### config.mk
export PLATFORM = sky130hd
export DESIGN_NAME = pb_event_arbiter
export DESIGN_NICKNAME = d
export VERILOG_FILES = /design/src/rtl/pb_event_arbiter.sv
export SDC_FILE = /design/constraint.sdc
export NUM_CORES = 1
export LEC_CHECK = 0
export CAP_MARGIN = 10
export CELL_PAD_IN_SITES_DETAIL_PLACEMENT = 0
export CELL_PAD_IN_SITES_GLOBAL_PLACEMENT = 2
export CORE_MARGIN = 3
export CORE_UTILIZATION = 30
export CTS_BUF_LIST = sky130_fd_sc_hd__clkbuf_2 sky130_fd_sc_hd__clkbuf_4 sky130_fd_sc_hd__clkbuf_8
export DETAILED_ROUTE_END_ITERATION = 6
export GPL_ROUTABILITY_DRIVEN = 0
export PLACE_DENSITY = 0.86
export SYNTH_ARGS = -nofsm -noshare
export SYNTH_HDL_FRONTEND = slang
export SYNTH_SLANG_ARGS = --single-unit
### constraint.sdc
create_clock -name clk -period 3.2 [get_ports clk]
set_input_delay 0.64 -clock clk [delete_from_list [all_inputs] [get_ports clk]]
set_output_delay 0.64 -clock clk [all_outputs]
set_load 0.005 [all_outputs]
### src/rtl/pb_event_arbiter.sv
// pb_event_arbiter
// Synchronizes N raw push-button inputs, detects rising edges and latches each
// one as a pending event. A round-robin arbiter offers one pending event at a
// time to a single consumer over a registered valid/ready channel. Presses that
// land on a channel that is still pending are dropped and counted in a
// saturating overrun counter.
// Optional build macro: PB_DEBOUNCE_EN adds a per-channel stable-count filter
// (DB_CNT cycles) between the synchronizer and the edge detector.
module pb_event_arbiter #(
    parameter int N      = 4,
    parameter int ID_W   = $clog2(N),
    parameter int CNT_W  = 8,
    parameter int DB_CNT = 4
) (
    input  logic             clk,
    input  logic             rst,
    input  logic [N-1:0]     pb,
    output logic             evt_vld,
    output logic [ID_W-1:0]  evt_id,
    input  logic             evt_rdy,
    output logic [N-1:0]     pend,
    output logic [CNT_W-1:0] ovr_cnt,
    input  logic             ovr_clr
);

    localparam int PC_W  = $clog2(N + 1);
    localparam int SUM_W = CNT_W + PC_W;
    localparam logic [SUM_W-1:0] SAT_MAX  = SUM_W'({CNT_W{1'b1}});
    localparam logic [N-1:0]     ONE_HOT0 = {{(N-1){1'b0}}, 1'b1};
    localparam logic [ID_W-1:0]  RR_INIT  = ID_W'(N - 1);

    typedef enum logic [0:0] {
        ST_IDLE  = 1'b0,
        ST_OFFER = 1'b1
    } state_t;

    // Number of set bits in a channel vector (number of simultaneous drops).
    function automatic logic [PC_W-1:0] popcount(input logic [N-1:0] v);
        logic [PC_W-1:0] acc;
        acc = '0;
        for (int i = 0; i < N; i++) begin
            acc = acc + PC_W'(v[i]);
        end
        return acc;
    endfunction

    // First requesting channel scanning upward from last+1, wrapping modulo N.
    // Distance 0 is the channel right after the last grant, N-1 is the last grant itself.
    function automatic logic [ID_W-1:0] rr_pick(input logic [N-1:0] req,
                                                input logic [ID_W-1:0] last);
        logic [ID_W-1:0] pick;
        int              best_d;
        int              d;
        pick   = '0;
        best_d = N;
        for (int i = 0; i < N; i++) begin
            d = (i + N - 1 - int'(last)) % N;
            if (req[i] && (d < best_d)) begin
                best_d = d;
                pick   = ID_W'(i);
            end
        end
        return pick;
    endfunction

    logic [N-1:0]      s1_r;
    logic [N-1:0]      s2_r;
    logic [N-1:0]      h_r;
    logic [N-1:0]      lvl_s;
    logic [N-1:0]      rise_s;
    logic [N-1:0]      consume_s;
    logic [N-1:0]      drop_s;
    logic [N-1:0]      pend_r;
    logic [CNT_W-1:0]  ovr_cnt_r;
    logic [SUM_W-1:0]  ovr_sum_s;
    logic              hs_s;
    logic              evt_vld_r;
    logic [ID_W-1:0]   evt_id_r;
    logic [ID_W-1:0]   rr_r;
    state_t            state_r;

`ifdef PB_DEBOUNCE_EN
    localparam int DB_W = (DB_CNT > 1) ? $clog2(DB_CNT) : 1;

    logic [DB_W-1:0] db_cnt_r [N];
    logic [N-1:0]    f_r;

    // Debounce filter: f adopts s2 only after DB_CNT consecutive differing samples.
    always_ff @(posedge clk) begin
        if (rst) begin
            f_r <= '0;
            for (int i = 0; i < N; i++) begin
                db_cnt_r[i] <= '0;
            end
        end else begin
            for (int i = 0; i < N; i++) begin
                if (s2_r[i] == f_r[i]) begin
                    db_cnt_r[i] <= '0;
                end else if (db_cnt_r[i] == DB_W'(DB_CNT - 1)) begin
                    f_r[i]      <= s2_r[i];
                    db_cnt_r[i] <= '0;
                end else begin
                    db_cnt_r[i] <= db_cnt_r[i] + DB_W'(1'b1);
                end
            end
        end
    end

    assign lvl_s = f_r;
`else
    assign lvl_s = s2_r;
`endif

    // Two-flop synchronizer and edge-detect history (history tracks the level fed to the detector).
    always_ff @(posedge clk) begin
        if (rst) begin
            s1_r <= '0;
            s2_r <= '0;
            h_r  <= '0;
        end else begin
            s1_r <= pb;
            s2_r <= s1_r;
            h_r  <= lvl_s;
        end
    end

    // Per-cycle event classification: new rises, the channel being consumed, and dropped rises.
    always_comb begin
        hs_s      = evt_vld_r & evt_rdy;
        rise_s    = lvl_s & ~h_r;
        consume_s = hs_s ? (ONE_HOT0 << evt_id_r) : '0;
        drop_s    = rise_s & pend_r & ~consume_s;
        ovr_sum_s = SUM_W'(ovr_cnt_r) + SUM_W'(popcount(drop_s));
    end

    // Pending bitmap and saturating overrun counter; a rise coinciding with its own consume re-arms.
    always_ff @(posedge clk) begin
        if (rst) begin
            pend_r    <= '0;
            ovr_cnt_r <= '0;
        end else begin
            pend_r <= (pend_r & ~consume_s) | rise_s;
            if (ovr_clr) begin
                ovr_cnt_r <= '0;
            end else if (ovr_sum_s > SAT_MAX) begin
                ovr_cnt_r <= SAT_MAX[CNT_W-1:0];
            end else begin
                ovr_cnt_r <= ovr_sum_s[CNT_W-1:0];
            end
        end
    end

    // Offer FSM: pick round-robin in IDLE, hold the offer until handshake, then one bubble cycle.
    always_ff @(posedge clk) begin
        if (rst) begin
            state_r   <= ST_IDLE;
            evt_vld_r <= 1'b0;
            evt_id_r  <= '0;
            rr_r      <= RR_INIT;
        end else begin
            case (state_r)
                ST_IDLE: begin
                    if (|pend_r) begin
                        evt_id_r  <= rr_pick(pend_r, rr_r);
                        evt_vld_r <= 1'b1;
                        state_r   <= ST_OFFER;
                    end else begin
                        evt_vld_r <= 1'b0;
                        state_r   <= ST_IDLE;
                    end
                end
                ST_OFFER: begin
                    if (hs_s) begin
                        evt_vld_r <= 1'b0;
                        rr_r      <= evt_id_r;
                        state_r   <= ST_IDLE;
                    end else begin
                        evt_vld_r <= 1'b1;
                        state_r   <= ST_OFFER;
                    end
                end
                default: begin
                    evt_vld_r <= 1'b0;
                    state_r   <= ST_IDLE;
                end
            endcase
        end
    end

    assign evt_vld = evt_vld_r;
    assign evt_id  = evt_id_r;
    assign pend    = pend_r;
    assign ovr_cnt = ovr_cnt_r;

endmodule

==> out/metrics.yaml <==
worst_setup_path:
  crit_chain: "xnor2_2 -> inv_1 -> ha_4 -> a21oi_4 -> o21ai_2 -> mux2_4 -> ha_4 -> o22ai_4 -> a22oi_2 -> mux2_4 -> ha_4 -> nand2_2 -> a311oi_2 -> a31o_1 -> a211oi_2"
  cp_slowest_cell: "dfxtp_4"
  critPathLaunchType: "flop"
  crit_family: "compound AO/OA/AOI/OAI gates"
  worstReg2RegStart: "rr_r[1]"
  r2r-end: "evt_id[0]"
  required_ps: 3360
  critPathLaunch: "rr_r[1]"
  r2r_slack_ps: -60
  reg2reg_depth: 15
  worstPathMaxFanout: 4
  cp_common_cell: "ha_4"
  arrival_ps: 3420
  crit_path_max_incr_delay_ps: 360
  critPathBufInv: 1
  criticalPathCategory: "reg -> reg"
  end_kind: "flop"
logic_synthesis:
  synth_commonest_cells: "29 x dfxtp_1, 15 x nor2b_1, 11 x a21oi_1"
  synth_fa_ha_area_share_pct: 8.53
  syn-mean-instance-area_um2: 9.64
  synth_seq_cells: 29
  ys.warnings.count: 0
  syn_area_um2: 1290
  ys_types: 37
  synthXorXnorAreaFrac_pct: 3.39
  yosysSeqAreaShare_pct: 45.0
  synth_edf_count: 0
  synth_area_leaders: "dfxtp_1 45%, nor2b_1 7.3%, fa_1 4.7%, a21oi_1 4.3%, ha_1 3.9%"
  synthCells: 134
  synth_top_area_share_pct: 45.0
  synth_compound_area_share_pct: 16.0
  yosys.area_share.simple_pct: 20.4
  synth.area.mux_share_pct: 3.10
  syn-num-nets: 149
  synth_area_leader_cell: "dfxtp_1"
  synth_most_common_cell: "dfxtp_1"
  synth_ff_type: "dfxtp_1"
  async_flop_share_pct: 0
  synth_top_family_by_area: "simple AND/OR/NAND/NOR gates"
worst_hold_path:
  holdPathStages: 1
  min_from: "s1_r[0]"
  hold_end: "lvl_s[0]"
  min-delay-path-class: "reg -> reg"
drt:
  avgViaCountPerCell: 4.68
  drtIter0Drc: 26
  ant_nets: 0
  wirelength_mm: 3.01
  first_pass_iters: 4
  num_vias: 1076
  wl_per_cell_um: 13.1
  drc: 0
clocking:
  numCtsBuffers: 5
  path_clk_slew_ps: 60
  clock_sinks: 29
  h-tree-depth: 2
  cts-root-buf: "clkbuf_8"
  cts_tree: "yes"
  clock_path_buffers: 2
  clk_latency_ps: 270
layout:
  fin_nets: 194
  synthToLayoutAreaGrowth_pct: 52.6
  diodes: 0
  drive_gt1_share_pct: 35.0
  stdcell_count: 230
  fin_util_pct: 48.2
power_and_ir_drop:
  p_int_mw: 0.675
  switchingPower_mw: 0.221
  max-vdd-ir-drop_mv: 0.315
  swShare_pct: 24.7
  powerDensity_nw_per_um2: 455
  leakage_nw: 0.748
  combPwrFrac_pct: 19.8
  power_frac_seq_pct: 44.3
  power.share.clock_pct: 35.8
timing:
  period_share_pct: 102
  setup_tns_ps: -96.8
  skew_ps: 6.82
  rsz0062_at_grt: "yes"
  max_slew_margin_pct: 73.6
  period_minus_slack_ps: 3260
  worst_slack_ps: -57.7
  setup_viol: 2
  hold_viol: 0
  worst_pin_slew_ps: 395
  hold_ws_ps: 436
  fmax_mhz: 307
  finalMaxSlewViolations: 0
floorplanning:
  ios: 23
  core.rowCount: 23
  initial_core_util_pct: 31.6
  die-height_um: 71.6
  die_area_um2: 5130
  die_x_um: 71.6
  core_area_um2: 4090
job:
  timing.max_cap.violations: 0
place:
  place_hpwl_mm: 2.03
  dp.cells: 217
  place.port_buffers: 22
global_route:
  gr-total-overflow: 0
  grt_pass1_wl_mm: 5.14
  grt_util_all_layers_pct: 12.9
  grt_max_degree: 22
  antenna_found_initial: 0
  grt_pass1_vias: 1140
outcome:
  status: "complete, but fails checks"
  violations: "setup timing"
layout make-up:
| class | instances | area, µm² |
|---|---|---|
| clock inverter | 1 | 5.00 |
| tap | 50 | 62.6 |
| fill | 385 | 2120 |
| clock buffer | 7 | 96.3 |
| timing repair buffer | 42 | 369 |
| sequential | 29 | 586 |
| multi-input combinational | 93 | 822 |
| inverter | 8 | 30.0 |
worst reg2reg max path: stages (launching register included):
cell	delay (ps)
dfxtp_4	360
xnor2_2	170
inv_1	90
ha_4	290
a21oi_4	60
o21ai_2	150
mux2_4	350
ha_4	280
o22ai_4	50
a22oi_2	240
mux2_4	340
ha_4	270
nand2_2	50
a311oi_2	230
a31o_1	160
a211oi_2	60
metrics by stage:
| stage | cell area, µm² | setup WS [ps] | power [mW] |
|---|---|---|---|
| detailed placement | 1690 | -480 | 0.537 |
| CTS | 1940 | -0.419 | 0.889 |
| floorplan | 1310 | 21.5 | 0.473 |
| global placement | 1690 | -433 | 0.533 |
| global route | 1970 | -174 | 0.947 |
| finish | 1970 | -57.7 | 0.896 |
worst max path at each step:
stage,depth (start not counted),slack (ps),to
global route,15,-170,evt_id[0]
global placement,13,-430,ovr_cnt[0]
finish,15,-60,evt_id[0]
detailed placement,13,-480,ovr_cnt[1]
CTS,15,-0.4,evt_id[0]
floorplan,15,20,evt_id[0]
power groups by stage:
stage,Combinational [mW],Sequential (mW),Clock [mW]
after global routing,0.196,0.399,0.353
after detailed placement,0.134,0.402,0
after floorplan,0.0715,0.401,0
final,0.178,0.397,0.321
after global placement,0.131,0.402,0
after CTS,0.159,0.397,0.333
metal layers:
layer | track usage [%] | share of wire [%] | up-vias
li1 | - | - | 547
met1 | 14.9 | 43 | 496
met2 | 21.1 | 49 | 25
met3 | 4.91 | 5.4 | 8
met4 | 5.85 | 2.8 | 0
met5 | 0 | 0 | -
state kept, by name, indices dropped and copies added, names as in the netlist:
signal   cells
state_r      1
evt_id       2
pend         4
rr_r         2
h_r          4
s1_r         4
ovr_cnt      8
lvl_s        4
logic make-up after synthesis:
logic type               count (synthesis)
AND/OR/NAND/NOR                         47
AO/OA/AOI/OAI                           31
flip-flops                              29
buffers and inverters                   12
adder cells (fa/ha/maj)                  7
XOR/XNOR                                 5
multiplexers                             3
layout by cell type, fill, tap and decap left out, types with 2 or more instances in the layout:
| cell type | count |
|---|---|
| nand2_1 | 2 |
| mux2_4 | 2 |
| buf_4 | 20 |
| nand2b_1 | 6 |
| and3_4 | 2 |
| ha_4 | 3 |
| or2_2 | 3 |
| nor2b_1 | 15 |
| clkdlybuf4s50_1 | 21 |
| nand2_2 | 2 |
| clkbuf_8 | 7 |
| xnor2_1 | 2 |
| a21oi_1 | 5 |
| nor2_1 | 8 |
| xor2_1 | 2 |
| a21oi_2 | 6 |
| inv_1 | 8 |
| dfxtp_1 | 27 |
| a211oi_2 | 2 |
| fa_2 | 2 |
| o21ai_0 | 5 |
| nor3_1 | 2 |
timing repair:
action,in CTS,in global routing
pin swaps,10,2
setup buffers,3,2
hold buffers,0,0
cloned,0,0
setup endpoints to repair,9,2
gates resized for setup,26,2
Power figures use the tool's default switching activity.
